## config.mk

```make
export PLATFORM = sky130hd
export DESIGN_NAME = spi_target_lite_flat
export DESIGN_NICKNAME = d
export VERILOG_FILES = /design/src/rtl/spi_target_lite_if.sv /design/src/rtl/spi_target_lite.sv /design/src/flat_wrapper.sv
export SDC_FILE = /design/constraint.sdc
export NUM_CORES = 1
export LEC_CHECK = 0
export ABC_AREA = 0
export CAP_MARGIN = 15
export CORE_MARGIN = 5
export CORE_UTILIZATION = 55
export CTS_CLUSTER_DIAMETER = 40
export DETAILED_ROUTE_END_ITERATION = 6
export HOLD_SLACK_MARGIN = 0.15
export PLACE_DENSITY = 0.75
export SLEW_MARGIN = 20
export SYNTH_ARGS = -nofsm -noshare
export SYNTH_HDL_FRONTEND = slang
export SYNTH_SLANG_ARGS = --single-unit
export TNS_END_PERCENT = 50
```

## constraint.sdc

```tcl
create_clock -name clk_i -period 2.9 [get_ports clk_i]
set_input_delay 0.58 -clock clk_i [delete_from_list [all_inputs] [get_ports clk_i]]
set_output_delay 0.58 -clock clk_i [all_outputs]
set_load 0.02 [all_outputs]
```

## src/rtl/spi_target_lite_if.sv

```systemverilog
// FIFO-side stream handshakes of spi_target_lite: RX bytes out, TX bytes in.
// The DUT uses the slave modport; the system side uses the master modport.
interface spi_target_lite_if;
    logic [7:0] rx_data;
    logic       rx_valid;
    logic       rx_ready;
    logic [7:0] tx_data;
    logic       tx_valid;
    logic       tx_ready;

    modport slave (
        output rx_data, rx_valid, tx_ready,
        input  rx_ready, tx_data, tx_valid
    );

    modport master (
        input  rx_data, rx_valid, tx_ready,
        output rx_ready, tx_data, tx_valid
    );
endinterface

```

## src/rtl/spi_target_lite.sv

```systemverilog
// SPI mode-0 target with oversampled SCK/CS/COPI and RX/TX byte FIFOs.
// Optional macro SPI_TARGET_STATUS_EN: first byte of each transaction is a status byte.
module spi_target_lite #(
    parameter int unsigned RxDepth    = 4,
    parameter int unsigned TxDepth    = 4,
    parameter logic [7:0]  IdleByte   = 8'hFF,
    parameter int unsigned SyncStages = 2
) (
    input  logic               clk_i,
    input  logic               rst_ni,
    input  logic               spi_sck_i,
    input  logic               spi_cs_ni,
    input  logic               spi_copi_i,
    output logic               spi_cipo_o,
    output logic               spi_cipo_en_o,
    spi_target_lite_if.slave   fifo_if,
    output logic               active_o,
    output logic               rx_overflow_o,
    output logic               tx_underflow_o,
    input  logic               err_clr_i
);
    localparam int unsigned RxAw = $clog2(RxDepth);
    localparam int unsigned TxAw = $clog2(TxDepth);
    localparam int unsigned RxCw = RxAw + 1;
    localparam int unsigned TxCw = TxAw + 1;
    localparam logic [RxCw-1:0] RxFullCnt = RxCw'(RxDepth);
    localparam logic [TxCw-1:0] TxFullCnt = TxCw'(TxDepth);

    typedef enum logic [1:0] {StIdle, StLoad, StShift} state_e;

    logic [SyncStages-1:0] sck_sync_q, cs_sync_q, copi_sync_q;
    logic                  sck_dly_q, cs_dly_q;
    logic                  sck_s, cs_s, copi_s;
    logic                  sck_rise, sck_fall, cs_fall, cs_rise;

    state_e     state_q, state_d;
    logic [7:0] tx_shift_q, tx_shift_d;
    logic [7:0] rx_shift_q, rx_shift_d;
    logic [3:0] bit_cnt_q, bit_cnt_d;
    logic       idle_q, idle_d;
    logic       ovf_q, ovf_d, unf_q, unf_d;
    logic       load_req, rx_push_req, unf_set;
    logic [7:0] rx_push_data;

    logic [7:0]      rx_mem_q [RxDepth];
    logic [RxAw-1:0] rx_wr_q, rx_rd_q;
    logic [RxCw-1:0] rx_cnt_q;
    logic            rx_full, rx_empty, rx_push, rx_pop, rx_drop;

    logic [7:0]      tx_mem_q [TxDepth];
    logic [TxAw-1:0] tx_wr_q, tx_rd_q;
    logic [TxCw-1:0] tx_cnt_q;
    logic            tx_full, tx_empty, tx_push, tx_pop;

    assign sck_s    = sck_sync_q[SyncStages-1];
    assign cs_s     = cs_sync_q[SyncStages-1];
    assign copi_s   = copi_sync_q[SyncStages-1];
    assign sck_rise = sck_s & ~sck_dly_q;
    assign sck_fall = ~sck_s & sck_dly_q;
    assign cs_fall  = ~cs_s & cs_dly_q;
    assign cs_rise  = cs_s & ~cs_dly_q;

    assign rx_full  = (rx_cnt_q == RxFullCnt);
    assign rx_empty = (rx_cnt_q == '0);
    assign rx_pop   = ~rx_empty & fifo_if.rx_ready;
    assign rx_push  = rx_push_req & (~rx_full | rx_pop);
    assign rx_drop  = rx_push_req & rx_full & ~rx_pop;

    assign tx_full  = (tx_cnt_q == TxFullCnt);
    assign tx_empty = (tx_cnt_q == '0);
    assign tx_push  = fifo_if.tx_valid & ~tx_full;
    assign tx_pop   = load_req & ~tx_empty;

    assign rx_push_data = {rx_shift_q[6:0], copi_s};

`ifdef SPI_TARGET_STATUS_EN
    logic [3:0] tx_cnt_sat;
    logic [7:0] status_byte;
    assign tx_cnt_sat  = (32'(tx_cnt_q) > 32'd15) ? 4'hF : 4'(tx_cnt_q);
    assign status_byte = {ovf_q, unf_q, rx_full, tx_empty, tx_cnt_sat};
`endif

    always_comb begin
        state_d     = state_q;
        tx_shift_d  = tx_shift_q;
        rx_shift_d  = rx_shift_q;
        bit_cnt_d   = bit_cnt_q;
        idle_d      = idle_q;
        load_req    = 1'b0;
        rx_push_req = 1'b0;
        unf_set     = 1'b0;
        case (state_q)
            StIdle: if (cs_fall) state_d = StLoad;
            StLoad: begin
                bit_cnt_d = '0;
                state_d   = StShift;
`ifdef SPI_TARGET_STATUS_EN
                tx_shift_d = status_byte;
                idle_d     = 1'b0;
`else
                load_req = 1'b1;
`endif
            end
            StShift: begin
                if (sck_rise) begin
                    rx_shift_d  = rx_push_data;
                    bit_cnt_d   = bit_cnt_q + 4'd1;
                    rx_push_req = (bit_cnt_q == 4'd7);
                    // Underflow is flagged when an idle byte actually starts going out.
                    unf_set     = (bit_cnt_q == 4'd0) & idle_q;
                end else if (sck_fall) begin
                    if (bit_cnt_q == 4'd8) begin
                        load_req  = 1'b1;
                        bit_cnt_d = '0;
                    end else begin
                        tx_shift_d = {tx_shift_q[6:0], 1'b0};
                    end
                end
            end
            default: state_d = StIdle;
        endcase
        if (cs_rise) begin
            state_d     = StIdle;
            load_req    = 1'b0;
            rx_push_req = 1'b0;
            unf_set     = 1'b0;
        end
        if (load_req) begin
            tx_shift_d = tx_empty ? IdleByte : tx_mem_q[tx_rd_q];
            idle_d     = tx_empty;
        end
    end

    assign ovf_d = ~err_clr_i & (ovf_q | rx_drop);
    assign unf_d = ~err_clr_i & (unf_q | unf_set);

    always_ff @(posedge clk_i) begin
        if (!rst_ni) begin
            sck_sync_q  <= '0;
            cs_sync_q   <= '1;
            copi_sync_q <= '0;
            sck_dly_q   <= 1'b0;
            cs_dly_q    <= 1'b1;
            state_q     <= StIdle;
            tx_shift_q  <= '0;
            rx_shift_q  <= '0;
            bit_cnt_q   <= '0;
            idle_q      <= 1'b0;
            ovf_q       <= 1'b0;
            unf_q       <= 1'b0;
            rx_wr_q     <= '0;
            rx_rd_q     <= '0;
            rx_cnt_q    <= '0;
            tx_wr_q     <= '0;
            tx_rd_q     <= '0;
            tx_cnt_q    <= '0;
        end else begin
            sck_sync_q  <= {sck_sync_q[SyncStages-2:0], spi_sck_i};
            cs_sync_q   <= {cs_sync_q[SyncStages-2:0], spi_cs_ni};
            copi_sync_q <= {copi_sync_q[SyncStages-2:0], spi_copi_i};
            sck_dly_q   <= sck_s;
            cs_dly_q    <= cs_s;
            state_q     <= state_d;
            tx_shift_q  <= tx_shift_d;
            rx_shift_q  <= rx_shift_d;
            bit_cnt_q   <= bit_cnt_d;
            idle_q      <= idle_d;
            ovf_q       <= ovf_d;
            unf_q       <= unf_d;
            if (rx_push) rx_wr_q <= rx_wr_q + RxAw'(1);
            if (rx_pop)  rx_rd_q <= rx_rd_q + RxAw'(1);
            rx_cnt_q <= rx_cnt_q + RxCw'(rx_push) - RxCw'(rx_pop);
            if (tx_push) tx_wr_q <= tx_wr_q + TxAw'(1);
            if (tx_pop)  tx_rd_q <= tx_rd_q + TxAw'(1);
            tx_cnt_q <= tx_cnt_q + TxCw'(tx_push) - TxCw'(tx_pop);
        end
    end

    always_ff @(posedge clk_i) begin
        if (rx_push) rx_mem_q[rx_wr_q] <= rx_push_data;
        if (tx_push) tx_mem_q[tx_wr_q] <= fifo_if.tx_data;
    end

    assign fifo_if.rx_data  = rx_empty ? 8'h00 : rx_mem_q[rx_rd_q];
    assign fifo_if.rx_valid = ~rx_empty;
    assign fifo_if.tx_ready = ~tx_full;
    assign spi_cipo_o       = (state_q == StShift) & tx_shift_q[7];
    assign spi_cipo_en_o    = (state_q == StShift);
    assign active_o         = (state_q != StIdle);
    assign rx_overflow_o    = ovf_q;
    assign tx_underflow_o   = unf_q;
endmodule

```

## src/flat_wrapper.sv

```systemverilog
// flat-port wrapper written by rule: the top's interface ports become plain ports
module spi_target_lite_flat 
#(
    parameter int unsigned RxDepth    = 4,
    parameter int unsigned TxDepth    = 4,
    parameter logic [7:0]  IdleByte   = 8'hFF,
    parameter int unsigned SyncStages = 2
)
  (clk_i, rst_ni, spi_sck_i, spi_cs_ni, spi_copi_i, spi_cipo_o, spi_cipo_en_o, active_o, rx_overflow_o, tx_underflow_o, err_clr_i, fifo_if_rx_data, fifo_if_rx_valid, fifo_if_tx_ready, fifo_if_rx_ready, fifo_if_tx_data, fifo_if_tx_valid);
  spi_target_lite_if fifo_if_i ();
  input  logic clk_i;
  input  logic rst_ni;
  input  logic spi_sck_i;
  input  logic spi_cs_ni;
  input  logic spi_copi_i;
  output logic spi_cipo_o;
  output logic spi_cipo_en_o;
  output logic active_o;
  output logic rx_overflow_o;
  output logic tx_underflow_o;
  input  logic err_clr_i;
  output wire logic [$bits(fifo_if_i.rx_data)-1:0] fifo_if_rx_data;
  output wire logic [$bits(fifo_if_i.rx_valid)-1:0] fifo_if_rx_valid;
  output wire logic [$bits(fifo_if_i.tx_ready)-1:0] fifo_if_tx_ready;
  input wire logic [$bits(fifo_if_i.rx_ready)-1:0] fifo_if_rx_ready;
  input wire logic [$bits(fifo_if_i.tx_data)-1:0] fifo_if_tx_data;
  input wire logic [$bits(fifo_if_i.tx_valid)-1:0] fifo_if_tx_valid;
  assign fifo_if_rx_data = fifo_if_i.rx_data;
  assign fifo_if_rx_valid = fifo_if_i.rx_valid;
  assign fifo_if_tx_ready = fifo_if_i.tx_ready;
  assign fifo_if_i.rx_ready = fifo_if_rx_ready;
  assign fifo_if_i.tx_data = fifo_if_tx_data;
  assign fifo_if_i.tx_valid = fifo_if_tx_valid;
  spi_target_lite #(.RxDepth(RxDepth), .TxDepth(TxDepth), .IdleByte(IdleByte), .SyncStages(SyncStages)) u_core (.clk_i(clk_i), .rst_ni(rst_ni), .spi_sck_i(spi_sck_i), .spi_cs_ni(spi_cs_ni), .spi_copi_i(spi_copi_i), .spi_cipo_o(spi_cipo_o), .spi_cipo_en_o(spi_cipo_en_o), .fifo_if(fifo_if_i), .active_o(active_o), .rx_overflow_o(rx_overflow_o), .tx_underflow_o(tx_underflow_o), .err_clr_i(err_clr_i));
endmodule
```

Word-level counts from Yosys, hierarchy flattened
Memory sizes are Yosys's and may differ from the RTL's. A register that Yosys moved wholly into a read port is not among the register bits.
Cells that the tools add are included.
W data, S select, Z words.
{"block": "word_totals", "wordCells": 114, "memories": 2, "regBits": 46, "inputBits": 16, "ram_bits": 64, "output_inout_bits": 15}
{"memory": "u_core.rx_mem_q", "words": 4, "word_bits": 8, "rd": 1, "rd_ports_with_merged_regs": 1, "wr": 1, "line_no": "spi_target_lite.sv:45", "rtl": "logic [7:0] rx_mem_q [RxDepth];"}
{"memory": "u_core.tx_mem_q", "words": 4, "word_bits": 8, "rd": 1, "rd_ports_with_merged_regs": 1, "wr": 1, "line_no": "spi_target_lite.sv:50", "rtl": "logic [7:0] tx_mem_q [TxDepth];"}
{"block": "op_classes", "bitwise": 29, "n_addsub": 9, "n_eq_ne": 11, "reduce_logical": 13, "muxes": 32}
{"operator": "$mux W8", "count": 7}
{"operator": "$and A1 B1 Y1", "count": 14}
{"operator": "$mux W1", "count": 14}
{"operator": "$mux W4", "count": 3}
{"operator": "$not A1 Y1", "count": 12}
{"operator": "$mux W2", "count": 5}
{"operator": "$add A2 B1 Y2 const B", "count": 4}
{"operator": "$pmux W4 S2", "count": 1}
{"operator": "$reduce_bool A2 Y1", "count": 4}
{"operator": "$add A3 B1 Y3", "count": 2}
{"operator": "$eq A3 B3 Y1 const B", "count": 2}
{"operator": "$logic_not A3 Y1", "count": 2}
{"operator": "$ne A3 B1 Y1 const B", "count": 2}
{"operator": "$pmux W2 S3", "count": 1}
{"operator": "$sub A3 B1 Y3", "count": 2}
{"operator": "$add A4 B1 Y4 const B", "count": 1}
{"operator": "$eq A4 B3 Y1 const B", "count": 1}
{"operator": "$eq A4 B4 Y1 const B", "count": 1}
{"operator": "$logic_not A4 Y1", "count": 1}
{"operator": "$ne A2 B1 Y1 const B", "count": 2}
{"operator": "$reduce_and A2 Y1", "count": 2}
{"operator": "$reduce_and A4 Y1", "count": 1}
{"operator": "$or A1 B1 Y1", "count": 3}
{"operator": "$reduce_and A3 Y1", "count": 1}
{"operator": "other kinds (6)", "count": 6}

Logic depth before layout (Yosys ltp)
{"block": "depth", "ltp_word": 9, "ltp_mapped": 11, "depth_no_buf": 11}

Least setup slack after synthesis
Ideal clock, no wire load.
{"block": "synth_path", "path_kind": "register to register", "startpoint": "reg u_core.state_q[0]", "endpoint": "reg u_core.tx_cnt_q[1]", "path_buffers": 0, "t_arrival_ps": 2407, "required_time_ps": 2785, "path_slack_ps": 378, "period_less_slack_ps": 2522, "path_stages_with_launch": 11, "cell_sequence": "dfxtp_1 > inv_1 > ha_1 > nand3b_1 > o21ba_2 > nor3_2 > ha_1 > inv_1 > ha_1 > fa_1 > and2_1"}
{"block": "synth_between", "elab_chain_len": 5}
{"item": "start: declaration", "line_no": "spi_target_lite.sv:36", "rtl": "state_e state_q, state_d;"}
{"item": "start signal: assignment", "line_no": "spi_target_lite.sv:144", "rtl": "state_q <= StIdle;"}
{"item": "start signal: assignment", "line_no": "spi_target_lite.sv:163", "rtl": "state_q <= state_d;"}
{"item": "$eq A2 B2 Y1"}
{"item": "named net spi_cipo_en_o", "line_no": "flat_wrapper.sv:17", "rtl": "output logic spi_cipo_en_o;"}
{"item": "$pmux W1 S2", "line_no": "spi_target_lite.sv:92", "rtl": "case (state_q)"}
{"item": "$mux W1", "line_no": "spi_target_lite.sv:122", "rtl": "if (cs_rise) begin"}
{"item": "$and A1 B1 Y1", "line_no": "spi_target_lite.sv:72", "rtl": "assign tx_pop = load_req & ~tx_empty;"}
{"item": "named net u_core.tx_pop", "line_no": "spi_target_lite.sv:53", "rtl": "logic tx_full, tx_empty, tx_push, tx_pop;"}
{"item": "$sub A3 B1 Y3", "line_no": "spi_target_lite.sv:175", "rtl": "tx_cnt_q <= tx_cnt_q + TxCw'(tx_push) - TxCw'(tx_pop);"}
{"item": "end signal: assignment", "line_no": "spi_target_lite.sv:175"}
{"item": "end: declaration", "line_no": "spi_target_lite.sv:52", "rtl": "logic [TxCw-1:0] tx_cnt_q;"}
The timed path passes the listed nets, and every way through them passes these cells.
A chain may end at the register's enable or synchronous reset.

==> impl_table.tex <==
\begin{tabular}{lr}
\hline
Metric & Value \\
\hline
\multicolumn{2}{l}{\textbf{Final layout}} \\
Ant diodes & 0 \\
Register Area & 2927 um\^{}2 \\
Layout cells sized above 1 & 17.50\% \\
Number of cells in the finished layout apart from fillers & 505 \\
Post-layout utilization of the core & 70.03\% \\
Area Overhead vs Synth & 22.53\% \\
Net count of the finished layout & 422 \\
Multi-input combinational cell area & 1680 um\^{}2 \\
Final Instance Area & 5812 um\^{}2 \\
Filler cell count & 541 \\
\multicolumn{2}{l}{\textbf{Placed design}} \\
Total instance count after detailed placement & 473 \\
Gpl congestion & 0.8084 \\
Placed wire-length estimate after detailed placement & 5188 um \\
Setup WS pre-CTS & 0.1183 ns \\
Total cell area at the placement stage & 5162 um\^{}2 \\
Port buffer count & 30 \\
\multicolumn{2}{l}{\textbf{Synthesis}} \\
Post-Syn Area & 4743 um\^{}2 \\
Simple-gate area share of the yosys netlist & 12.90\% \\
Synth Area per Inst & 13.71 um\^{}2 \\
Post-synth EDFFs & 64 \\
Synthesized-area fraction occupied by adder cells & 5.328\% \\
Compound-Gate Fraction of Synth Area & 5.777\% \\
Main combinational cell family by area after synthesis & simple AND/OR/NAND/NOR gates \\
Most common flop cell mapped by yosys & sky130\_fd\_sc\_hd\_\_edfxtp\_1 \\
Xor and xnor fraction of the mapped netlist area & 1.293\% \\
Number of warning messages in the yosys log & 0 \\
Synthesized instance count & 346 \\
Count of distinct cell types in the synthesized netlist & 44 \\
Number of nets in the synthesized netlist & 381 \\
Register bit total from synthesis & 114 \\
Proportion of synthesized area in mux cells & 10.13\% \\
Register area share after synthesis & 61.62\% \\
Async SR Flop Fraction & 0\% \\
\multicolumn{2}{l}{\textbf{STA}} \\
PnR worst setup slack & 0.1260 ns \\
Final Setup Violations & 0 \\
Final Hold Viols & 0 \\
Maximum achievable frequency & 0.3605 GHz \\
Slew Viols, Final & 0 \\
Relative slew margins & 47.07\% \\
Slew @ Worst Pin & 0.7910 ns \\
Clock Skews & 0.008868 ns \\
Unrepaired setup endpoints after global routing & false \\
Post-route setup TNS & 0 ns \\
Fin crit share & 95.66\% \\
Period minus WS final & 2.774 ns \\
\multicolumn{2}{l}{\textbf{Floorplan}} \\
Placeable Area & 8299 um\^{}2 \\
Chip Height & 102.9 um \\
Initial core utilization & 57.15\% \\
IO Count & 31 \\
Die extent in x & 102.9 um \\
Row count & 33 \\
Die Footprint & 10580 um\^{}2 \\
\multicolumn{2}{l}{\textbf{Clocking}} \\
Buffers inserted by post-CTS timing repair & 0 \\
Inserted Clock Buffers & 17 \\
Maximum level of the CTS H-tree & 4 \\
Worst-case clock buffer depth & 2 \\
Cts-stage hold buffer count & 0 \\
Clock slew at the register clock pins of the worst setup and hold paths & 0.06 ns \\
Source-to-sink clock delay at the later pin of the worst-skew pair & 0.52 ns \\
Root Driver & sky130\_fd\_sc\_hd\_\_clkbuf\_8 \\
TritonCTS sink count & 114 \\
Post-CTS Resized & 2 \\
Clock tree from TritonCTS & done \\
\multicolumn{2}{l}{\textbf{Global route}} \\
Grt total ovfl & 0 \\
Number of global-route vias before repair & 2850 \\
Number of antenna violations at the first check in global routing & 0 \\
Largest net degree at the start of global routing & 33 \\
Overall global routing resource usage & 17.45\% \\
Wire length of the first global-routing pass & 13590 um \\
\multicolumn{2}{l}{\textbf{Worst hold path}} \\
Worst hold path class & reg -> reg \\
Hold path startpoint & u\_core.cs\_sync\_q[0]\$\_SDFF\_PN1\_ \\
\multicolumn{2}{l}{\textbf{Route}} \\
Average wire length per cell after detail routing & 16.03 um \\
DRT iter0 DRCs & 72 \\
DRC violations left & 0 \\
Wire length reported by the detailed router & 8097 um \\
Count of vias placed by the detailed router & 2725 \\
Total iterations of the first detailed-routing run & 4 \\
Vias per cell & 5.396 \\
Routed Antenna Nets & 0 \\
\multicolumn{2}{l}{\textbf{Setup path}} \\
Arrival time of the worst setup path & 2.19 ns \\
Startpoint types & flop \\
FF-to-FF setup slack & 0.38 ns \\
Type of element capturing the critical path & primary output \\
Required time of the worst setup path & 2.32 ns \\
Worst Path Class, Setup & reg -> out \\
Reg-to-reg startpoint & u\_core.rx\_cnt\_q[2]\$\_SDFF\_PN0\_ \\
Worst-path fanout max & 8 \\
\multicolumn{2}{l}{\textbf{Power and ir drop}} \\
Worst supply voltage drop on vdd & 0.6051 mV \\
Lkg Pwr & 2.004 nW \\
Power Density & 868.4 nW/um\^{}2 \\
\multicolumn{2}{l}{\textbf{Status}} \\
Result of the run & finished clean \\
\multicolumn{2}{l}{\textbf{Run}} \\
Max-capacitance violation count & 0 \\
\hline
\end{tabular}
## layer usage
layer / global-route usage, % / vias up / part of all wire [%]
met5: 0 / - / 0
met4: 7.769 / 0 / 1.5
met3: 7.240 / 9 / 4.6
met2: 29.15 / 48 / 52
met1: 19.65 / 1316 / 42
li1: - / 1352 / -
## kinds of logic (layout without fill, tap and decap cells)
group,count (synthesis),count (layout)
and+or+nand+nor,104,104
xor gates and xnor gates,7,7
muxes,28,28
DFF,114,114
buffers and inverters,35,89
adders and majority gates,19,19
AOI/OAI and AO/OA,39,39
## cell type report
type                            instances  area share [%]
Multi-Input combinational cell        197           28.91
Clock inverter                         15           3.983
Clock buffer                           17           7.126
Tap cell                              105           2.260
Timing Repair Buffer                   37           6.071
Inverter                               20           1.292
Sequential cell                       114           50.36
## synthesized netlist by cell type (all sizes together) (2+ instances only)
library cell | number | area [um^2]
edfxtp | 64 | 1922
dfxtp | 50 | 1001
and2 | 23 | 143.9
inv | 20 | 75.07
nand2 | 19 | 71.32
a21oi | 17 | 85.08
ha | 17 | 212.7
mux4 | 16 | 360.4
mux2i | 12 | 120.1
nor2 | 12 | 47.55
a211oi | 9 | 107.6
nand2b | 9 | 56.30
nor4 | 9 | 62.56
buf | 8 | 37.54
o21ai | 8 | 40.03
clkbuf | 7 | 27.52
nand3 | 6 | 30.03
nor3 | 6 | 35.03
xnor2 | 6 | 52.55
and3 | 4 | 25.02
nand3b | 4 | 30.03
nand4b | 3 | 26.28
fa | 2 | 40.04
nor4b | 2 | 32.53
or4 | 2 | 15.01
## worst max-delay path, stage by stage, from the launching register on
cell                              delay, ns
sky130_fd_sc_hd__dfxtp_4               0.44
sky130_fd_sc_hd__mux4_2                0.53
sky130_fd_sc_hd__and2_1                0.17
sky130_fd_sc_hd__clkdlybuf4s50_1       0.53
## per-stage QoR
| stage | hold slack (ns) | power, mW |
|---|---|---|
| finish | 0.4068 | 5.047 |
| floorplan | 0.3863 | 2.524 |
| CTS | 0.4082 | 5.101 |
| global placement | 0.3906 | 2.807 |
| global route | 0.4391 | 5.283 |
| detailed placement | 0.3944 | 2.839 |
## report_power, final
part	switching [mW]	internal (mW)
Sequential	0.0968	1.83
Combinational	0.435	0.448
Clock	0.750	1.49
## final timing paths
path | endpoint | depth (start not counted)
max | fifo_if_rx_data[6] | 3
min | u_core.cs_sync_q[1]$_SDFF_PN1_ | 1
max reg2reg | u_core.rx_cnt_q[2]$_SDFF_PN0_ | 9
min reg2reg | u_core.cs_sync_q[1]$_SDFF_PN1_ | 1
## registers in the layout, summed over array words and instances (netlist names), named ones only
name / cells
u_core.rx_mem_q: 32
u_core.rx_cnt_q: 3
u_core.tx_cnt_q: 3
u_core.sck_sync_q: 2
u_core.rx_wr_q: 2
u_core.idle_q: 1
u_core.cs_sync_q: 2
u_core.tx_wr_q: 2
u_core.sck_dly_q: 1
u_core.bit_cnt_q: 4
u_core.tx_shift_q: 8
u_core.cs_dly_q: 1
u_core.state_q: 2
u_core.tx_mem_q: 32
u_core.rx_shift_q: 7
u_core.rx_rd_q: 2
u_core.copi_sync_q: 2
u_core.tx_underflow_o: 1
u_core.tx_rd_q: 2
u_core.rx_overflow_o: 1
## cells in the final DEF, fill, tap and decap left out, types with 4 or more instances in the layout
cell type                         netlist  layout
sky130_fd_sc_hd__nor2_1                11      11
sky130_fd_sc_hd__nor4_1                 8       8
sky130_fd_sc_hd__ha_1                  17      17
sky130_fd_sc_hd__clkinv_4               0       5
sky130_fd_sc_hd__o21ai_0                5       5
sky130_fd_sc_hd__nand2b_1               9       9
sky130_fd_sc_hd__and3_1                 4       4
sky130_fd_sc_hd__nand3b_1               4       4
sky130_fd_sc_hd__xnor2_1                6       6
sky130_fd_sc_hd__and2_1                23      23
sky130_fd_sc_hd__nand2_1               19      19
sky130_fd_sc_hd__dfxtp_1               50      49
sky130_fd_sc_hd__clkdlybuf4s50_1        0      30
sky130_fd_sc_hd__inv_1                 20      19
sky130_fd_sc_hd__buf_4                  0       7
sky130_fd_sc_hd__bufinv_16              0       5
sky130_fd_sc_hd__nand3_1                6       6
sky130_fd_sc_hd__a211oi_2               8       8
sky130_fd_sc_hd__mux4_2                16      16
sky130_fd_sc_hd__mux2i_1               12      12
sky130_fd_sc_hd__nor3_1                 5       5
sky130_fd_sc_hd__clkbuf_16              0      16
sky130_fd_sc_hd__a21oi_1               17      17
sky130_fd_sc_hd__edfxtp_1              64      64
(Power assumes the default switching activity.)
